<file path="config.mk">
export PLATFORM = sky130hd
export DESIGN_NAME = clock_mode_scheduler
export DESIGN_NICKNAME = d
export VERILOG_FILES = /design/src/rtl/clock_pkg.sv /design/src/rtl/ms_interval_counter.sv /design/src/rtl/clock_mode_scheduler.sv
export SDC_FILE = /design/constraint.sdc
export NUM_CORES = 1
export LEC_CHECK = 0
export CORE_MARGIN = 4
export CORE_UTILIZATION = 45
export CTS_BUF_LIST = sky130_fd_sc_hd__clkbuf_16
export DETAILED_ROUTE_END_ITERATION = 12
export GPL_ROUTABILITY_DRIVEN = 1
export PLACE_DENSITY = 0.84
export SLEW_MARGIN = 15
export SYNTH_ARGS = -nofsm -noshare
export SYNTH_HDL_FRONTEND = slang
export SYNTH_SLANG_ARGS = --single-unit
</file>
<file path="constraint.sdc">
create_clock -name i_clk -period 2.6 [get_ports i_clk]
set_input_delay 0.65 -clock i_clk [delete_from_list [all_inputs] [get_ports i_clk]]
set_output_delay 0.65 -clock i_clk [all_outputs]
set_load 0.05 [all_outputs]
</file>
<file path="src/rtl/clock_pkg.sv">
// Shared definitions for the clock function controllers: mode codes, mode count
// and a counter-width helper.
package clock_pkg;

  localparam int NUM_MODES = 4;

  localparam logic [1:0] MODE_CLOCK     = 2'd0;
  localparam logic [1:0] MODE_ALARM     = 2'd1;
  localparam logic [1:0] MODE_TIMER     = 2'd2;
  localparam logic [1:0] MODE_STOPWATCH = 2'd3;

  function automatic int clog2(input int value);
    int r;
    r = 0;
    while ((1 << r) < value) r++;
    return r;
  endfunction

endpackage

</file>
<file path="src/rtl/ms_interval_counter.sv">
// Counts enabled ms pulses and flags the pulse that completes LIMIT of them.
// Down-counter: 0 means "not started", so a cleared counter restarts a full interval.
module ms_interval_counter
  import clock_pkg::*;
#(
  parameter int LIMIT = 4
) (
  input  logic i_clk,
  input  logic i_rstn,
  input  logic clr,
  input  logic en,
  input  logic i_ms_pulse,
  output logic done
);

  localparam int W = clog2(LIMIT + 1);

  logic [W-1:0] remaining;
  logic         step;
  logic         terminal;

  assign step     = en & i_ms_pulse & ~clr;
  assign terminal = (remaining == '0) ? (LIMIT == 1) : (remaining == W'(1));
  assign done     = step & terminal;

  always_ff @(posedge i_clk or negedge i_rstn) begin
    if (!i_rstn) begin
      remaining <= '0;
    end else if (clr || done) begin
      remaining <= '0;
    end else if (step) begin
      remaining <= (remaining == '0) ? W'(LIMIT - 1) : remaining - W'(1);
    end
  end

endmodule

</file>
<file path="src/rtl/clock_mode_scheduler.sv">
// Time-shares the buttons and display among clock/alarm/timer/stopwatch, drives
// the setting blink; auto-return to clock is built when MODE_SCHED_AUTORETURN_EN is defined.
//
// mode       | meaning
// CLOCK  (0) | time of day shown, reset mode, auto-return target
// ALARM  (1) | alarm controller owns buttons and display
// TIMER  (2) | timer controller; forced here when the timer finishes
// STOPWATCH(3)| stopwatch controller
module clock_mode_scheduler
  import clock_pkg::*;
#(
  parameter int IDLE_MS       = 30000,
  parameter int BLINK_HALF_MS = 250
) (
  input  logic                 i_clk,
  input  logic                 i_rstn,
  input  logic                 i_ms_pulse,
  input  logic                 i_mode,
  input  logic                 i_set,
  input  logic                 i_up,
  input  logic                 i_down,
  input  logic                 i_left,
  input  logic                 i_right,
  input  logic [NUM_MODES-1:0] i_setting,
  input  logic                 i_timer_finish,
  output logic [1:0]           o_mode,
  output logic [NUM_MODES-1:0] o_set,
  output logic [NUM_MODES-1:0] o_up,
  output logic [NUM_MODES-1:0] o_down,
  output logic [NUM_MODES-1:0] o_left,
  output logic [NUM_MODES-1:0] o_right,
  output logic                 o_blink,
  output logic                 o_idle_return
);

  if (IDLE_MS < 2) begin : g_bad_idle_ms
    $error("IDLE_MS must be at least 2");
  end
  if (BLINK_HALF_MS < 1) begin : g_bad_blink_half_ms
    $error("BLINK_HALF_MS must be at least 1");
  end

  logic [1:0]           r_mode;
  logic                 pending_finish;
  logic                 locked;
  logic                 take_finish;
  logic [1:0]           step_mode;
  logic [1:0]           next_mode;
  logic                 mode_change;
  logic                 blink_clr;
  logic                 blink_done;
  logic                 idle_done;
  logic [NUM_MODES-1:0] mode_sel;

  assign locked      = i_setting[r_mode];
  assign take_finish = (i_timer_finish | pending_finish) & ~locked;

  assign mode_sel = {{(NUM_MODES-1){1'b0}}, 1'b1} << r_mode;
  assign o_set    = {NUM_MODES{i_set}}   & mode_sel;
  assign o_up     = {NUM_MODES{i_up}}    & mode_sel;
  assign o_down   = {NUM_MODES{i_down}}  & mode_sel;
  assign o_left   = {NUM_MODES{i_left}}  & mode_sel;
  assign o_right  = {NUM_MODES{i_right}} & mode_sel;
  assign o_mode   = r_mode;

  always_comb begin
    step_mode = MODE_CLOCK;
    case (r_mode)
      MODE_CLOCK:     step_mode = MODE_ALARM;
      MODE_ALARM:     step_mode = MODE_TIMER;
      MODE_TIMER:     step_mode = MODE_STOPWATCH;
      MODE_STOPWATCH: step_mode = MODE_CLOCK;
      default:        step_mode = MODE_CLOCK;
    endcase
  end

  always_comb begin
    next_mode = r_mode;
    if (take_finish) begin
      next_mode = MODE_TIMER;
    end else if (i_mode && !locked) begin
      next_mode = step_mode;
    end else if (idle_done) begin
      next_mode = MODE_CLOCK;
    end
  end

  assign mode_change = (next_mode != r_mode);

  // Adjusting the value keeps it visible and restarts the half-period.
  assign blink_clr = mode_change | ~locked | i_up | i_down;

  ms_interval_counter #(.LIMIT(BLINK_HALF_MS)) u_blink_counter (
    .i_clk      (i_clk),
    .i_rstn     (i_rstn),
    .clr        (blink_clr),
    .en         (locked),
    .i_ms_pulse (i_ms_pulse),
    .done       (blink_done)
  );

`ifdef MODE_SCHED_AUTORETURN_EN
  logic any_button;
  assign any_button = i_mode | i_set | i_up | i_down | i_left | i_right;

  // The counter self-clears on its own timeout, so its clear omits that mode change.
  ms_interval_counter #(.LIMIT(IDLE_MS)) u_idle_counter (
    .i_clk      (i_clk),
    .i_rstn     (i_rstn),
    .clr        (any_button | take_finish | locked),
    .en         (r_mode != MODE_CLOCK),
    .i_ms_pulse (i_ms_pulse),
    .done       (idle_done)
  );
`else
  assign idle_done = 1'b0;
`endif

  always_ff @(posedge i_clk or negedge i_rstn) begin
    if (!i_rstn) begin
      r_mode         <= MODE_CLOCK;
      pending_finish <= 1'b0;
      o_blink        <= 1'b1;
      o_idle_return  <= 1'b0;
    end else begin
      r_mode        <= next_mode;
      o_idle_return <= idle_done & ~take_finish;

      if (take_finish) begin
        pending_finish <= 1'b0;
      end else if (i_timer_finish && locked) begin
        pending_finish <= 1'b1;
      end

      if (blink_clr) begin
        o_blink <= 1'b1;
      end else if (blink_done) begin
        o_blink <= ~o_blink;
      end
    end
  end

endmodule

</file>
==> insert_results.sql, run 1 <==
INSERT INTO impl_metrics (metric_group, metric, value, unit) VALUES
('status', 'status', 'finished clean', ''),
('yosys', 'syn-cell-area', '911', 'µm²'),
('finish', 'fillerInstances', '125', ''),
('yosys', 'netlist-cell-type-count', '36', ''),
('setup_path', 'critical_path_buf_inv_count', '1', ''),
('cts', 'hold_buffers', '0', ''),
('floorplan', 'design.die.area', '0.00281', 'mm²'),
('setup_path', 'cp.arrival', '1.57', 'ns'),
('detailed_routing', 'wl_per_cell', '15.4', 'µm'),
('floorplan', 'die_height', '53.0', 'µm'),
('setup_path', 'critical_path.top_delay_family', 'buffers and inverters', ''),
('setup_path', 'setup.worst_path.end_class', 'output port', ''),
('detailed_routing', 'route.vias.total', '875', ''),
('setup_path', 'critical-path-max-stage-delay', '0.80', 'ns'),
('detailed_routing', 'drc_errors', '0', ''),
('placed_design', 'dp.final_hpwl', '2080', 'µm'),
('sta', 'unrepaired_setup_endpoints_after_global_routing', 'no', ''),
('yosys', 'synth_ff_type', 'dfrtp_1', ''),
('power_and_ir_drop', 'cellLeakagePower', '0.669', 'nW'),
('floorplan', 'top_level_ports', '38', ''),
('setup_path', 'timing.setup.critical_path_class', 'reg -> out', ''),
('floorplan', 'core_area', '0.00194', 'mm²'),
('setup_path', 'cell_with_the_largest_stage_delay_on_the_worst_path', 'clkdlybuf4s50_1', ''),
('floorplan', 'placementRows', '16', ''),
('cts', 'clk-insertion-delay-late', '0.24', 'ns'),
('cts', 'cts_buffer_depth', '2', ''),
('global_route', 'maximum_number_of_pins_on_one_net_before_global_route_repair', '13', ''),
('finish', 'multi_input_area', '561', 'µm²'),
('yosys', 'asyncSetResetFlopFracSynth', '100', '%'),
('floorplan', 'floorplan.die.width', '53.0', 'µm'),
('yosys', 'synth.area.top_cells', 'dfrtp_1 30%, and2_1 14%, ha_1 9.6%', ''),
('placed_design', 'port_buffers', '36', ''),
('cts', 'clkTransAtPathRegs', '0.04', 'ns'),
('sta', 'report.final.hold_viol_count', '0', ''),
('power_and_ir_drop', 'peak_ir_drop_on_the_vdd_network', '634', 'µV'),
('cts', 'clockRootBuffer', 'clkbuf_16', ''),
('yosys', 'synth-edff-count', '0', ''),
('cts', 'htree_num_levels', '1', ''),
('finish', 'syn2layout_area_growth', '71.4', '%'),
('floorplan', 'starting_density_of_the_core', '46.9', '%'),
('global_route', 'number_of_global_route_vias_before_repair', '816', ''),
('placed_design', 'dp.cells', '162', ''),
('finish', 'stdcell_count', '166', ''),
('finish', 'final-seq-area', '302', 'µm²'),
('yosys', 'synthDominantAreaCellType', 'dfrtp_1', ''),
('sta', 'period_utilisation_layout', '85.3', '%'),
('cts', 'tritoncts', 'done', ''),
('finish', 'n_antenna_cell', '0', ''),
('hold_path', 'hp-class', 'reg -> reg', ''),
('sta', 'fmax', '0.451', 'GHz'),
('detailed_routing', 'drt_pre_antenna_iters', '4', ''),
('placed_design', 'gp_congestion', '0.899', ''),
('finish', 'final_layout_size_suffix_gt1_share', '22.3', '%'),
('global_route', 'antenna_found_initial', '0', ''),
('finish', 'final_nets', '161', ''),
('cts', 'cts.sink_count', '12', ''),
('yosys', 'post_synth_most_frequent_cells', '20 x and2_1, 11 x dfrtp_1, 9 x nor2_1, 7 x ha_1, 7 x inv_1', ''),
('detailed_routing', 'final_antenna_net_count', '0', ''),
('cts', 'postCtsSetupRepairBufs', '0', ''),
('global_route', 'gr-usage-all-layers', '20.2', '%'),
('detailed_routing', 'postRouteWirelength', '2560', 'µm'),
('yosys', 'yosysMostFrequentCell', 'and2_1', ''),
('sta', 'timing.slew.headroom', '53.8', '%'),
('yosys', 'synth_area_per_cell', '8.93', 'µm²'),
('sta', 'report.final.setup_viol', '0', ''),
('sta', 'final-max-slew-violation-count', '0', ''),
('yosys', 'netlist.area_leader.share', '30.2', '%'),
('yosys', 'netlist_instances', '102', ''),
('run', 'timing.max_cap.violations', '0', ''),
('global_route', 'grt_remaining_overflow', '0', ''),
('global_route', 'grt_pass1_wl', '4050', 'µm');
==> registers in the layout, summed over array words and instances (netlist names) <==
signal and cells:
u_blink_counter.remaining 8, o_mode 2, o_blink 1, pending_finish 1
==> power breakdown <==
| part | switching [mW] | total (mW) | leakage (nW) | internal (mW) |
|---|---|---|---|---|
| clock | 0.0810 | 0.283 | 0.0385 | 0.203 |
| sequential | 0.0316 | 0.241 | 0.156 | 0.209 |
| combinational | 0.388 | 0.700 | 0.474 | 0.312 |
| total | 0.500 | 1.22 | 0.669 | 0.723 |
==> routing by layer <==
layer,up-vias,track usage [%],wire length (µm)
met5,-,0,0
met4,0,3.83,35
met3,6,3.66,95
met2,26,36.8,1470
met1,424,24.5,958
li1,419,-,-
==> stage by stage <==
step	total power, mW	worst slack (ns)	instance area [µm²]	hold WS, ns	util (%)
2_1_floorplan	0.628	0.489	911	0.354	-
3_3_place_gp	0.924	0.368	1480	0.502	76.4
3_5_place_dp	0.942	0.341	1480	0.507	76.4
4_1_cts	1.23	0.372	1560	0.516	80.4
5_1_grt	1.27	0.329	1560	0.566	80.4
6_report	1.22	0.381	1560	0.517	80.4
==> cells by family (layout without fill, tap and decap cells) <==
group	after synthesis	count (layout)	synth area share [%]
simple gates	50	50	32.4
compound gates	16	16	12.4
flops	12	12	33.1
fa+ha+maj	7	7	9.61
xor+xnor	3	3	2.89
other cells	1	1	0.412
buf+inv	10	47	5.36
mux	3	3	3.85
==> worst paths after layout <==
kind                                               from                      endpoint  slack (ns)  depth (start not counted)
max in group asynchronous                        i_rstn                       o_blink        1.47                          1
min reg2reg                              pending_finish                pending_finish        0.52                          2
max reg2reg                u_blink_counter.remaining[0]  u_blink_counter.remaining[5]        0.61                          6
min in group asynchronous                        i_rstn  u_blink_counter.remaining[2]        0.77                          1
max                                             o_blink                       o_blink        0.38                          1
min                                      pending_finish                pending_finish        0.52                          2
==> worst reg2reg max path: stages (launching register included) <==
cell     delay (ns)
dfrtp_1        0.46
inv_1          0.08
ha_1           0.23
nor4b_1        0.59
a21oi_1        0.21
a22oi_1        0.22
nor3_2         0.06
==> area by class of cell <==
class / count / share of cell area (%)
clock buffer: 3 / 4.81
clock inverter: 1 / 0.240
inverter: 7 / 1.68
multi-input combinational: 80 / 35.9
sequential: 12 / 19.3
tap: 27 / 2.16
timing repair buffer: 36 / 35.9
==> cells in the final DEF (no fill, tap or decap), types with 2 or more instances in the layout <==
cell type	n
dfrtp_1	11
nand3_1	5
inv_1	7
buf_12	20
nor2_1	9
clkbuf_16	3
nor4_2	2
ha_1	7
clkdlybuf4s50_1	16
and2_1	20
mux2i_1	2
nand2_1	6
xor2_1	2
a21oi_1	6
No activity file was read; power rests on OpenSTA's default activity.
==> run 2: changes to the inputs <==
CELL_PAD_IN_SITES_DETAIL_PLACEMENT = 1   (was default)
CELL_PAD_IN_SITES_GLOBAL_PLACEMENT = 2   (was default)
CORE_MARGIN = 3   (was 4)
CORE_UTILIZATION = 25   (was 45)
PLACE_DENSITY = default   (was 0.84)
PLACE_DENSITY_LB_ADDON = 0.1   (was default)
==> run 2 against run 1 <==
  * Clock skew up 0.00096 ns
  * First-iteration DRC count down 28%
  * Global-route usage down 7.0 points
  * Critical path type unchanged
==> insert_results.sql, run 2 (synthesized netlist as in run 1, its figures left out) <==
INSERT INTO impl_metrics (metric_group, metric, value, unit) VALUES
('power_and_ir_drop', 'cellLeakagePower', '0.672', 'nW'),
('floorplan', 'core_area', '0.00342', 'mm²'),
('finish', 'final_layout_size_suffix_gt1_share', '22.3', '%'),
('setup_path', 'cp_max_fo', '2', ''),
('detailed_routing', 'drc_errors', '0', ''),
('floorplan', 'die_height', '66.4', 'µm'),
('cts', 'htree_num_levels', '1', ''),
('setup_path', 'worst-r2r-setup-slack', '0.72', 'ns'),
('placed_design', 'port_buffers', '36', ''),
('sta', 'tightestPinTransition', '0.626', 'ns'),
('cts', 'cts_buffer_depth', '2', ''),
('sta', 'report.final.hold_viol_count', '0', ''),
('sta', 'finClkSkew', '0.00360', 'ns'),
('finish', 'n_antenna_cell', '0', ''),
('floorplan', 'starting_density_of_the_core', '26.7', '%'),
('placed_design', 'dp_worst_setup_slack', '0.361', 'ns'),
('placed_design', 'gp_congestion', '0.806', ''),
('global_route', 'grt_remaining_overflow', '0', ''),
('setup_path', 'crit_path_cell_trace', 'clkdlybuf4s50_1', ''),
('sta', 'final-max-slew-violation-count', '0', ''),
('sta', 'tns', '0', 'ns'),
('global_route', 'grt_util_met2', '23.2', '%'),
('setup_path', 'critical-path-max-stage-delay', '0.80', 'ns'),
('setup_path', 'timing.rr.start', 'u_blink_counter.remaining[0]', ''),
('setup_path', 'timing.setup.critical_path_class', 'reg -> out', ''),
('cts', 'postCtsSetupRepairBufs', '0', ''),
('sta', 'unrepaired_setup_endpoints_after_global_routing', 'no', ''),
('detailed_routing', 'postRouteWirelength', '2680', 'µm'),
('finish', 'largest_register_by_flop_count', 'u_blink_counter.remaining', ''),
('global_route', 'groute.layer.met1.usage', '17.2', '%'),
('global_route', 'grt.met3_usage', '2.21', '%'),
('setup_path', 'crit_path_start_kind', 'register', ''),
('floorplan', 'floorplan.die.width', '66.4', 'µm'),
('sta', 'timing.slew.headroom', '57.9', '%'),
('sta', 'period_needed', '2.21', 'ns'),
('global_route', 'top_usage_layer', 'met2', ''),
('power_and_ir_drop', 'peak_ir_drop_on_the_vdd_network', '428', 'µV'),
('cts', 'clkTransAtPathRegs', '0.04', 'ns'),
('detailed_routing', 'final_antenna_net_count', '0', ''),
('status', 'status', 'finished clean', ''),
('detailed_routing', 'drt_pre_antenna_iters', '4', ''),
('finish', 'finish.instance_area', '0.00159', 'mm²'),
('floorplan', 'placementRows', '21', ''),
('setup_path', 'critical_path_buf_inv_count', '1', ''),
('detailed_routing', 'detail_route.iter0.violations', '23', ''),
('placed_design', 'dp.final_hpwl', '2280', 'µm'),
('cts', 'postCtsResizedCells', '0', ''),
('cts', 'clk-insertion-delay-late', '0.24', 'ns'),
('sta', 'final.hold.worst_slack', '0.519', 'ns'),
('setup_path', 'worst_ep_required_time', '1.95', 'ns'),
('floorplan', 'design.die.area', '0.00440', 'mm²'),
('floorplan', 'top_level_ports', '38', ''),
('hold_path', 'worst_hold_startpoint', 'pending_finish', ''),
('detailed_routing', 'routed_via_density', '4.59', ''),
('sta', 'period_utilisation_layout', '85.1', '%'),
('finish', 'most-common-layout-cells', '20 x and2_1, 20 x buf_12, 16 x clkdlybuf4s50_1', ''),
('cts', 'tritoncts', 'done', ''),
('cts', 'clockRootBuffer', 'clkbuf_16', ''),
('cts', 'cts.sink_count', '12', ''),
('hold_path', 'hp-class', 'reg -> reg', ''),
('sta', 'fmax', '0.452', 'GHz'),
('sta', 'report.final.setup_viol', '0', ''),
('power_and_ir_drop', 'power_density', '768', 'mW/mm²'),
('sta', 'final.setup.worst_slack', '0.388', 'ns'),
('cts', 'hold_buffers', '0', ''),
('setup_path', 'crit_start', 'o_blink', ''),
('global_route', 'gr-usage-all-layers', '13.2', '%'),
('setup_path', 'cell_with_the_largest_stage_delay_on_the_worst_path', 'clkdlybuf4s50_1', ''),
('global_route', 'grt_pass1_wl', '4460', 'µm'),
('detailed_routing', 'wl_per_cell', '14.5', 'µm'),
('global_route', 'maximum_number_of_pins_on_one_net_before_global_route_repair', '13', ''),
('setup_path', 'setup.worst_path.end_class', 'output port', ''),
('global_route', 'number_of_global_route_vias_before_repair', '884', ''),
('setup_path', 'critical_path.top_delay_family', 'buffers and inverters', ''),
('finish', 'syn2layout_area_growth', '74.0', '%'),
('run', 'timing.max_cap.violations', '0', ''),
('finish', 'largest_reg_flops', '8', ''),
('cts', 'cts_inserted_buffers', '3', ''),
('setup_path', 'cp.arrival', '1.56', 'ns'),
('detailed_routing', 'route.vias.total', '850', ''),
('placed_design', 'placedInstanceArea', '0.00151', 'mm²'),
('finish', 'final_nets', '161', ''),
('global_route', 'antenna_found_initial', '0', '');
run 2: cell count changes in the layout (fill, tap and decap cells not counted), sizes merged:
cell / previous run / this run
clkinv: 1 / 0
inv: 7 / 8
run 2: worst paths after layout:
| check | to | cells after the start |
|---|---|---|
| max | o_blink | 1 |
| min | pending_finish | 2 |
| max reg2reg | u_blink_counter.remaining[5] | 6 |
| min reg2reg | pending_finish | 2 |
| max in group asynchronous | o_blink | 1 |
| min in group asynchronous | u_blink_counter.remaining[3] | 1 |
run 2: metrics by stage:
step	power, mW	util [%]	instances
final	1.22	46.4	185
after global routing	1.29	46.4	185
after CTS	1.24	46.4	185
after detailed placement	0.956	44.1	181
after global placement	0.944	44.1	181
after floorplan	0.628	-	102
run 2: area by class of cell:
cell class / instances / area (µm²)
sequential: 12 / 302
clock inverter: 1 / 3.75
fill: 376 / 1830
clock buffer: 3 / 75.1
multi-input combinational: 80 / 561
tap: 46 / 57.6
timing repair buffer: 36 / 561
inverter: 7 / 26.3
run 2: layer usage:
| metal | share of wire (%) | wire [µm] |
|---|---|---|
| met4 | 0 | 0 |
| met1 | 46 | 1230 |
| met3 | 5.0 | 133 |
| met5 | 0 | 0 |
| met2 | 49 | 1310 |
run 2: power by group:
part	switching (mW)	leakage (nW)	total (mW)	internal (mW)
sequential	0.0329	0.156	0.242	0.209
combinational	0.389	0.474	0.702	0.312
clock	0.0729	0.0423	0.275	0.202
